==> config.mk <==
export PLATFORM = sky130hd
export DESIGN_NAME = multicycle_controller
export DESIGN_NICKNAME = d
export VERILOG_FILES = /design/src/rtl/multicycle_controller.sv
export SDC_FILE = /design/constraint.sdc
export NUM_CORES = 1
export LEC_CHECK = 0
export CAP_MARGIN = 20
export CORE_MARGIN = 2
export CORE_UTILIZATION = 48
export CTS_CLUSTER_DIAMETER = 30
export DETAILED_ROUTE_END_ITERATION = 8
export MAX_ROUTING_LAYER = met4
export PLACE_DENSITY = 0.81
export SYNTH_ARGS = -nofsm -noshare
export SYNTH_HDL_FRONTEND = slang
export SYNTH_SLANG_ARGS = --single-unit
==> constraint.sdc <==
create_clock -name clk -period 4.1 [get_ports clk]
set_input_delay 0.82 -clock clk [delete_from_list [all_inputs] [get_ports clk]]
set_output_delay 0.82 -clock clk [all_outputs]
set_load 0.03 [all_outputs]
==> src/rtl/multicycle_controller.sv <==
// Multi-cycle sequencer for the RV32 add/addi/lw/sw/lui datapath: walks FETCH..WRITEBACK,
// handles memory request/ready handshakes, a bus watchdog, a retired counter and a sticky trap.
module multicycle_controller #(
  parameter int COUNT_W     = 32,
  parameter int MEM_TIMEOUT = 255
) (
  input  logic               clk,
  input  logic               rst,
  input  logic [31:0]        instructionCode,
  input  logic               imemReady,
  input  logic               dmemReady,
  output logic               imemReq,
  output logic               dmemReq,
  output logic               IRWEn,
  output logic               PCWEn,
  output logic [1:0]         ImmSel,
  output logic               RegWEn,
  output logic               BSel,
  output logic [3:0]         ALUSel,
  output logic               MemRW,
  output logic               WBSel,
  output logic               illegalInstr,
  output logic               busError,
  output logic [2:0]         stateOut,
  output logic [COUNT_W-1:0] retiredCount
);

  localparam int WAIT_W = (MEM_TIMEOUT > 0) ? $clog2(MEM_TIMEOUT + 1) : 1;

  localparam logic [6:0] OP_ADD  = 7'b0110011;
  localparam logic [6:0] OP_ADDI = 7'b0010011;
  localparam logic [6:0] OP_LW   = 7'b0000011;
  localparam logic [6:0] OP_SW   = 7'b0100011;
  localparam logic [6:0] OP_LUI  = 7'b0110111;

  typedef enum logic [2:0] {
    S_FETCH     = 3'd0,
    S_DECODE    = 3'd1,
    S_EXECUTE   = 3'd2,
    S_MEMORY    = 3'd3,
    S_WRITEBACK = 3'd4,
    S_TRAP      = 3'd5
  } state_t;

  state_t               state_q, state_d;
  logic [6:0]           opcode_q, opcode_d;
  logic [WAIT_W-1:0]    wait_q, wait_d, wait_next;
  logic [COUNT_W-1:0]   retired_q, retired_d;
  logic                 illegal_q, illegal_d;
  logic                 bus_err_q, bus_err_d;

  logic                 wait_inc;
  logic                 imem_req, dmem_req, ir_wen, pc_wen, reg_wen, mem_rw;
  logic                 b_sel, wb_sel;
  logic [1:0]           imm_sel;
  logic [3:0]           alu_sel;

  logic [1:0]           f_imm;
  logic                 f_bsel, f_wb;
  logic [3:0]           f_alu;
  logic                 is_sw, op_legal;

  logic                 unused_instr_bits;
  assign unused_instr_bits = ^instructionCode[31:7];

  // Datapath fields derived from the latched opcode; only meaningful once past DECODE.
  always_comb begin
    f_imm  = 2'b00;
    f_bsel = 1'b1;
    f_alu  = 4'b0010;
    f_wb   = 1'b1;
    case (opcode_q)
      OP_ADD:  f_bsel = 1'b0;
      OP_LW:   begin f_imm = 2'b01; f_wb = 1'b0; end
      OP_SW:   begin f_imm = 2'b10; f_wb = 1'b0; end
      OP_LUI:  begin f_imm = 2'b11; f_alu = 4'b0110; end
      default: ;
    endcase
  end

  assign is_sw    = (opcode_q == OP_SW);
  assign op_legal = (instructionCode[6:0] inside {OP_ADD, OP_ADDI, OP_LW, OP_SW, OP_LUI});

  always_comb begin
    state_d   = state_q;
    opcode_d  = opcode_q;
    retired_d = retired_q;
    illegal_d = illegal_q;
    bus_err_d = bus_err_q;
    wait_inc  = 1'b0;
    wait_next = wait_q + WAIT_W'(1);
    wait_d    = '0;
    imem_req  = 1'b0;
    dmem_req  = 1'b0;
    ir_wen    = 1'b0;
    pc_wen    = 1'b0;
    reg_wen   = 1'b0;
    mem_rw    = 1'b0;
    imm_sel   = 2'b00;
    b_sel     = 1'b0;
    alu_sel   = 4'b0000;
    wb_sel    = 1'b0;

    case (state_q)
      S_FETCH: begin
        imem_req = 1'b1;
        if (imemReady) begin
          ir_wen  = 1'b1;
          state_d = S_DECODE;
        end else begin
          wait_inc = 1'b1;
        end
      end
      S_DECODE: begin
        opcode_d = instructionCode[6:0];
        if (op_legal) begin
          state_d = S_EXECUTE;
        end else begin
          state_d   = S_TRAP;
          illegal_d = 1'b1;
        end
      end
      S_EXECUTE: begin
        imm_sel = f_imm;
        b_sel   = f_bsel;
        alu_sel = f_alu;
        wb_sel  = f_wb;
        state_d = (opcode_q == OP_LW || is_sw) ? S_MEMORY : S_WRITEBACK;
      end
      S_MEMORY: begin
        imm_sel  = f_imm;
        b_sel    = f_bsel;
        alu_sel  = f_alu;
        wb_sel   = f_wb;
        dmem_req = 1'b1;
        mem_rw   = is_sw;
        if (dmemReady) begin
          if (is_sw) begin
            pc_wen    = 1'b1;
            retired_d = retired_q + COUNT_W'(1);
            state_d   = S_FETCH;
          end else begin
            state_d = S_WRITEBACK;
          end
        end else begin
          wait_inc = 1'b1;
        end
      end
      S_WRITEBACK: begin
        imm_sel   = f_imm;
        b_sel     = f_bsel;
        alu_sel   = f_alu;
        wb_sel    = f_wb;
        reg_wen   = 1'b1;
        pc_wen    = 1'b1;
        retired_d = retired_q + COUNT_W'(1);
        state_d   = S_FETCH;
      end
      S_TRAP: ;
      default: state_d = S_TRAP;
    endcase

    // Watchdog only fires on a cycle still waiting, so a same-cycle ready always wins.
    if (wait_inc && (MEM_TIMEOUT != 0) && (wait_next == WAIT_W'(MEM_TIMEOUT))) begin
      state_d   = S_TRAP;
      bus_err_d = 1'b1;
    end
    if (wait_inc && (state_d == state_q)) begin
      wait_d = wait_next;
    end
  end

  always_ff @(posedge clk or posedge rst) begin
    if (rst) begin
      state_q   <= S_FETCH;
      opcode_q  <= '0;
      wait_q    <= '0;
      retired_q <= '0;
      illegal_q <= 1'b0;
      bus_err_q <= 1'b0;
    end else begin
      state_q   <= state_d;
      opcode_q  <= opcode_d;
      wait_q    <= wait_d;
      retired_q <= retired_d;
      illegal_q <= illegal_d;
      bus_err_q <= bus_err_d;
    end
  end

  // Every output is held low for as long as reset is asserted.
  assign imemReq      = imem_req & ~rst;
  assign dmemReq      = dmem_req & ~rst;
  assign IRWEn        = ir_wen & ~rst;
  assign PCWEn        = pc_wen & ~rst;
  assign RegWEn       = reg_wen & ~rst;
  assign MemRW        = mem_rw & ~rst;
  assign BSel         = b_sel & ~rst;
  assign WBSel        = wb_sel & ~rst;
  assign ImmSel       = rst ? 2'b00 : imm_sel;
  assign ALUSel       = rst ? 4'b0000 : alu_sel;
  assign illegalInstr = illegal_q & ~rst;
  assign busError     = bus_err_q & ~rst;
  assign stateOut     = rst ? 3'd0 : state_q;
  assign retiredCount = rst ? '0 : retired_q;

endmodule

Yosys cells after proc, flatten, opt, wreduce, memory -nomap -nowiden --
Cells that the tools add are included.
Cells by class: shift-type cells 0, $add $sub $neg 2, $mul 0, divide/modulo/power cells 0, eq/ne operators 18, multiplexer cells 35, reduce and logical (&&, ||, !) cells 10, order comparisons 0, bitwise operators 12
Operators by type and width (number):
- $mux 32 | 3
- $pmux 32 s2 | 1
- $eq 7x6->1 const B | 6
- $add 32x1->32 const B | 1
- $mux 3 | 8
- $pmux 3 s6 | 1
- $eq 7x2->1 const B | 2
- $mux 1 | 14
- $and 1x1->1 | 10
- $add 8x1->8 const B | 1
- $eq 8x8->1 const B | 1
- $mux 4 | 2
- $mux 8 | 1
- $eq 7x5->1 const B | 1
- $eq 3x2->1 const B | 2
- $eq 3x3->1 const B | 2
- $pmux 2 s3 | 1
- $reduce_bool 5->1 | 1
- $mux 2 | 2
- $ne 2x2->1 const B | 2
- $pmux 1 s2 | 2
- $eq 3x1->1 const B | 1
- $eq 3x3->1 | 1
- $logic_not 3->1 | 1
- 8 further kinds | 10
Word-level totals: latch bits 0, bits in writable memories 0, output and inout port bits 51, input port bits 36, memories kept 0, register bits after elaboration 52, ROM bits 0, logic and storage cells 83

Logic depth before layout (Yosys ltp) --
depth in word-level cells 8, gate-level depth with buffers 7, gate-level depth less buffers 6

Worst setup path after synthesis --
Ideal clock, no wire load.
path type input-to-output, from input rst, to output ImmSel[0], required time 3280 ps, setup slack 8 ps, stages on the path 3, arrival time 3272 ps, path buffers 0, cell sequence inv_1 > o21ai_0 > o31ai_1
On the way: word-level cells in the longest chain between the ends 1
RTL lines:
- start, declared | RTL line 8 | input logic rst,
- $mux 2 | RTL line 200 | assign ImmSel = rst ? 2'b00 : imm_sel;
- end, declared | RTL line 16 | output logic [1:0] ImmSel,
Every way passes these cells.

Worst setup path in the final report --
from input rst, to output PCWEn
On the way: word-level cells in the longest chain between the ends 2
RTL lines:
- $not 1->1 | RTL line 195 | assign PCWEn = pc_wen & ~rst;
- $and 1x1->1 | RTL line 195
- end, declared | RTL line 15 | output logic PCWEn,
Every way passes these cells.

==> flow_summary.yaml <==
clock_network:
  cts_resized: 0
  path_clk_slew_ns: 0.09
  cts.path.max_buffers: 2
  cts_setup_buffers: 0
  cts.sinks: 52
  htree_levels: 2
  tritoncts: "built"
  numCtsBuffers: 5
  worstSkewPairLatency_ns: 0.29
  cts_hold_buf: 0
  cts_root_buffer: "clkbuf_8"
timing:
  setup_viol: 0
  fin_crit_ns: 3.43
  finalHoldViolCount: 0
  finalSetupTns_ns: 0
  min_period_over_period_pct: 83.7
  final_max_slew_viol_count: 0
  skew_ns: 0.00565
  tightest_slew_ns: 0.813
  slew-limit-headroom_pct: 45.4
  rsz0062_at_grt: "no"
  timing.fmax_mhz: 291
pwr:
  p_per_area_nw_per_um2: 231
  ir_drop_v: 0.000203
  power.leakage_uw: 0.00165
  total_power_uw: 852
grt:
  grtUsageTotal_pct: 19.6
  grt_pass1_vias: 2118
  grt_max_degree: 53
  antenna_found_initial: 0
  grt_overflow: 0
  grt_pass1_wl_um: 10100
routing:
  drt-wirelength-per-cell_um: 13.9
  drt_pass1_iterations: 4
  viasPerCell: 5.26
  drcViolationCount: 0
  drt-total-wl_um: 6100
  detail-route-antenna-nets: 0
  routed-via-count: 2299
  drt-initial-drc-count: 123
synthesis:
  synth_flop_cell: "dfrtp_1"
  synth_top_cells_by_count: "dfrtp_1 (52), nor2b_1 (34), nor2_1 (24), nand2_1 (21), xor2_1 (21)"
  yosys.area.top_type: "dfrtp_1"
  seq_area_frac_synth_pct: 43.7
  synth_edf_count: 0
  netlist_area_um2: 2980
  synth_cell_types: 51
  syn_area_per_cell_um2: 9.80
  yosysWarningCount: 0
  synth_area_leaders: "dfrtp_1 (44%), nor2b_1 (7.1%), xor2_1 (6.2%)"
  async_flop_share_pct: 100
  ys_ff_latch: 52
  synthesis.instances: 304
  netlist.area_leader.share_pct: 43.7
  synth_most_common_cell: "dfrtp_1"
run:
  maxCapViolations: 0
setup_path:
  critical_path_arrival_ns: 2.61
  path_max_fanout: 6
  critPathKind: "in2out"
  cp-start-kind: "input port"
  crit_required_ns: 3.28
  end_kind: "output port"
floorplanning:
  ios: 87
  num_rows: 28
  die-area_um2: 6850
  core-area_um2: 5960
  die_y_um: 82.8
  initial_core_util_pct: 50.0
  die_x_um: 82.8
placed_design:
  dpl.hpwl_um: 4470
  numPortBuffers: 59
  place.gp.congestion: 0.878
layout:
  nets: 400
  drive_above_1_share_pct: 10.5
  area_growth_pct: 23.6
  final_util_pct: 61.8
  num_antenna_cells: 0
hold_path:
  hold_class: "reg2reg"
status:
  status: "complete, no violations"
[stage by stage]
| step | instance area [um2] | std cells | setup WS (ns) | hold slack, ns |
|---|---|---|---|---|
| finish | 3680 | 437 | 0.667 | 0.469 |
| global route | 3680 | 437 | 0.551 | 0.494 |
| CTS | 3680 | 437 | 0.640 | 0.472 |
| detailed placement | 3590 | 429 | 0.644 | 0.448 |
| global placement | 3590 | 429 | 0.671 | 0.444 |
| floorplan | 2980 | 305 | 0.00834 | 0.420 |
[where the power goes]
group | leakage, uW | internal, uW | switching, uW
clock network | 0.0000455 | 138 | 153
logic | 0.000915 | 17.3 | 31.3
registers | 0.000685 | 512 | 0
total | 0.00165 | 668 | 184
[final timing paths]
check | startpoint | endpoint | slack, ns | depth (start not counted)
worst max-delay path | rst | PCWEn | 0.67 | 5
worst min-delay path | bus_err_q$_DFFE_PP0N_ | bus_err_q$_DFFE_PP0N_ | 0.47 | 1
worst max register to register | state_q[1]$_DFF_PP0_ | retired_q[27]$_DFFE_PP0P_ | 1.65 | 5
worst min register to register | bus_err_q$_DFFE_PP0N_ | bus_err_q$_DFFE_PP0N_ | 0.47 | 1
max in group asynchronous | rst | retired_q[30]$_DFFE_PP0P_ | 2.46 | 3
min in group asynchronous | rst | state_q[2]$_DFF_PP0_ | 1.20 | 3
[routing by layer]
layer / track usage (%) / share of wire [%] / routed length (um) / vias up
met2: 31.4 / 49 / 2980 / 47
met4: 4.92 / 0.87 / 53 / 0
li1: - / - / - / 1149
met3: 3.14 / 3.6 / 219 / 2
met1: 26.2 / 47 / 2840 / 1101
met5: - / 0 / 0 / -
[cell usage in the layout, fill, tap and decap left out, types with 5 or more instances in the layout]
cell type and instances:
a2111oi_1 5, and3_1 6, buf_4 11, clkbuf_8 6, clkdlybuf4s50_1 51, dfrtp_1 52
inv_1 14, mux2_2 6, nand2_1 21, nand3_1 19, nand4_1 6, nor2_1 24
nor2b_1 34, nor3_1 9, nor3_2 5, o21ai_0 5, xnor2_1 16, xor2_1 21
[layout make-up]
cell class | instances | area (um2)
multi-input cells | 225 | 1550
fillers | 511 | 2270
repair buffers | 62 | 593
flip-flops and latches | 52 | 1300
well taps | 75 | 93.8
inverters | 15 | 56.3
clock buffers | 8 | 90.1
[worst max-delay path, cell delays in order]
cell and delay, ns:
clkdlybuf4s50_1 0.53, nor3_1 0.28, nor2b_1 0.20, a21o_1 0.13, clkdlybuf4s50_1 0.66
[sequential cells by signal, summed over array words and instances, names as in the netlist]
name and count:
state_q 3, illegal_q 1, wait_q 8, bus_err_q 1, retired_q 32, opcode_q 7
[cells by family (layout without fill, tap and decap cells)]
kind of cell	after synthesis	in the layout	share of synthesized area [%]
AND/OR/NAND/NOR	144	144	27.5
flip-flops	52	52	43.7
XOR/XNOR	37	37	10.9
AO/OA/AOI/OAI	32	32	9.41
buffers and inverters	28	85	4.54
multiplexers	7	7	2.60
adder cells (fa/ha/maj)	3	3	1.26
other	1	2	0.126
Note: power is estimated with default switching activity, not from simulation.
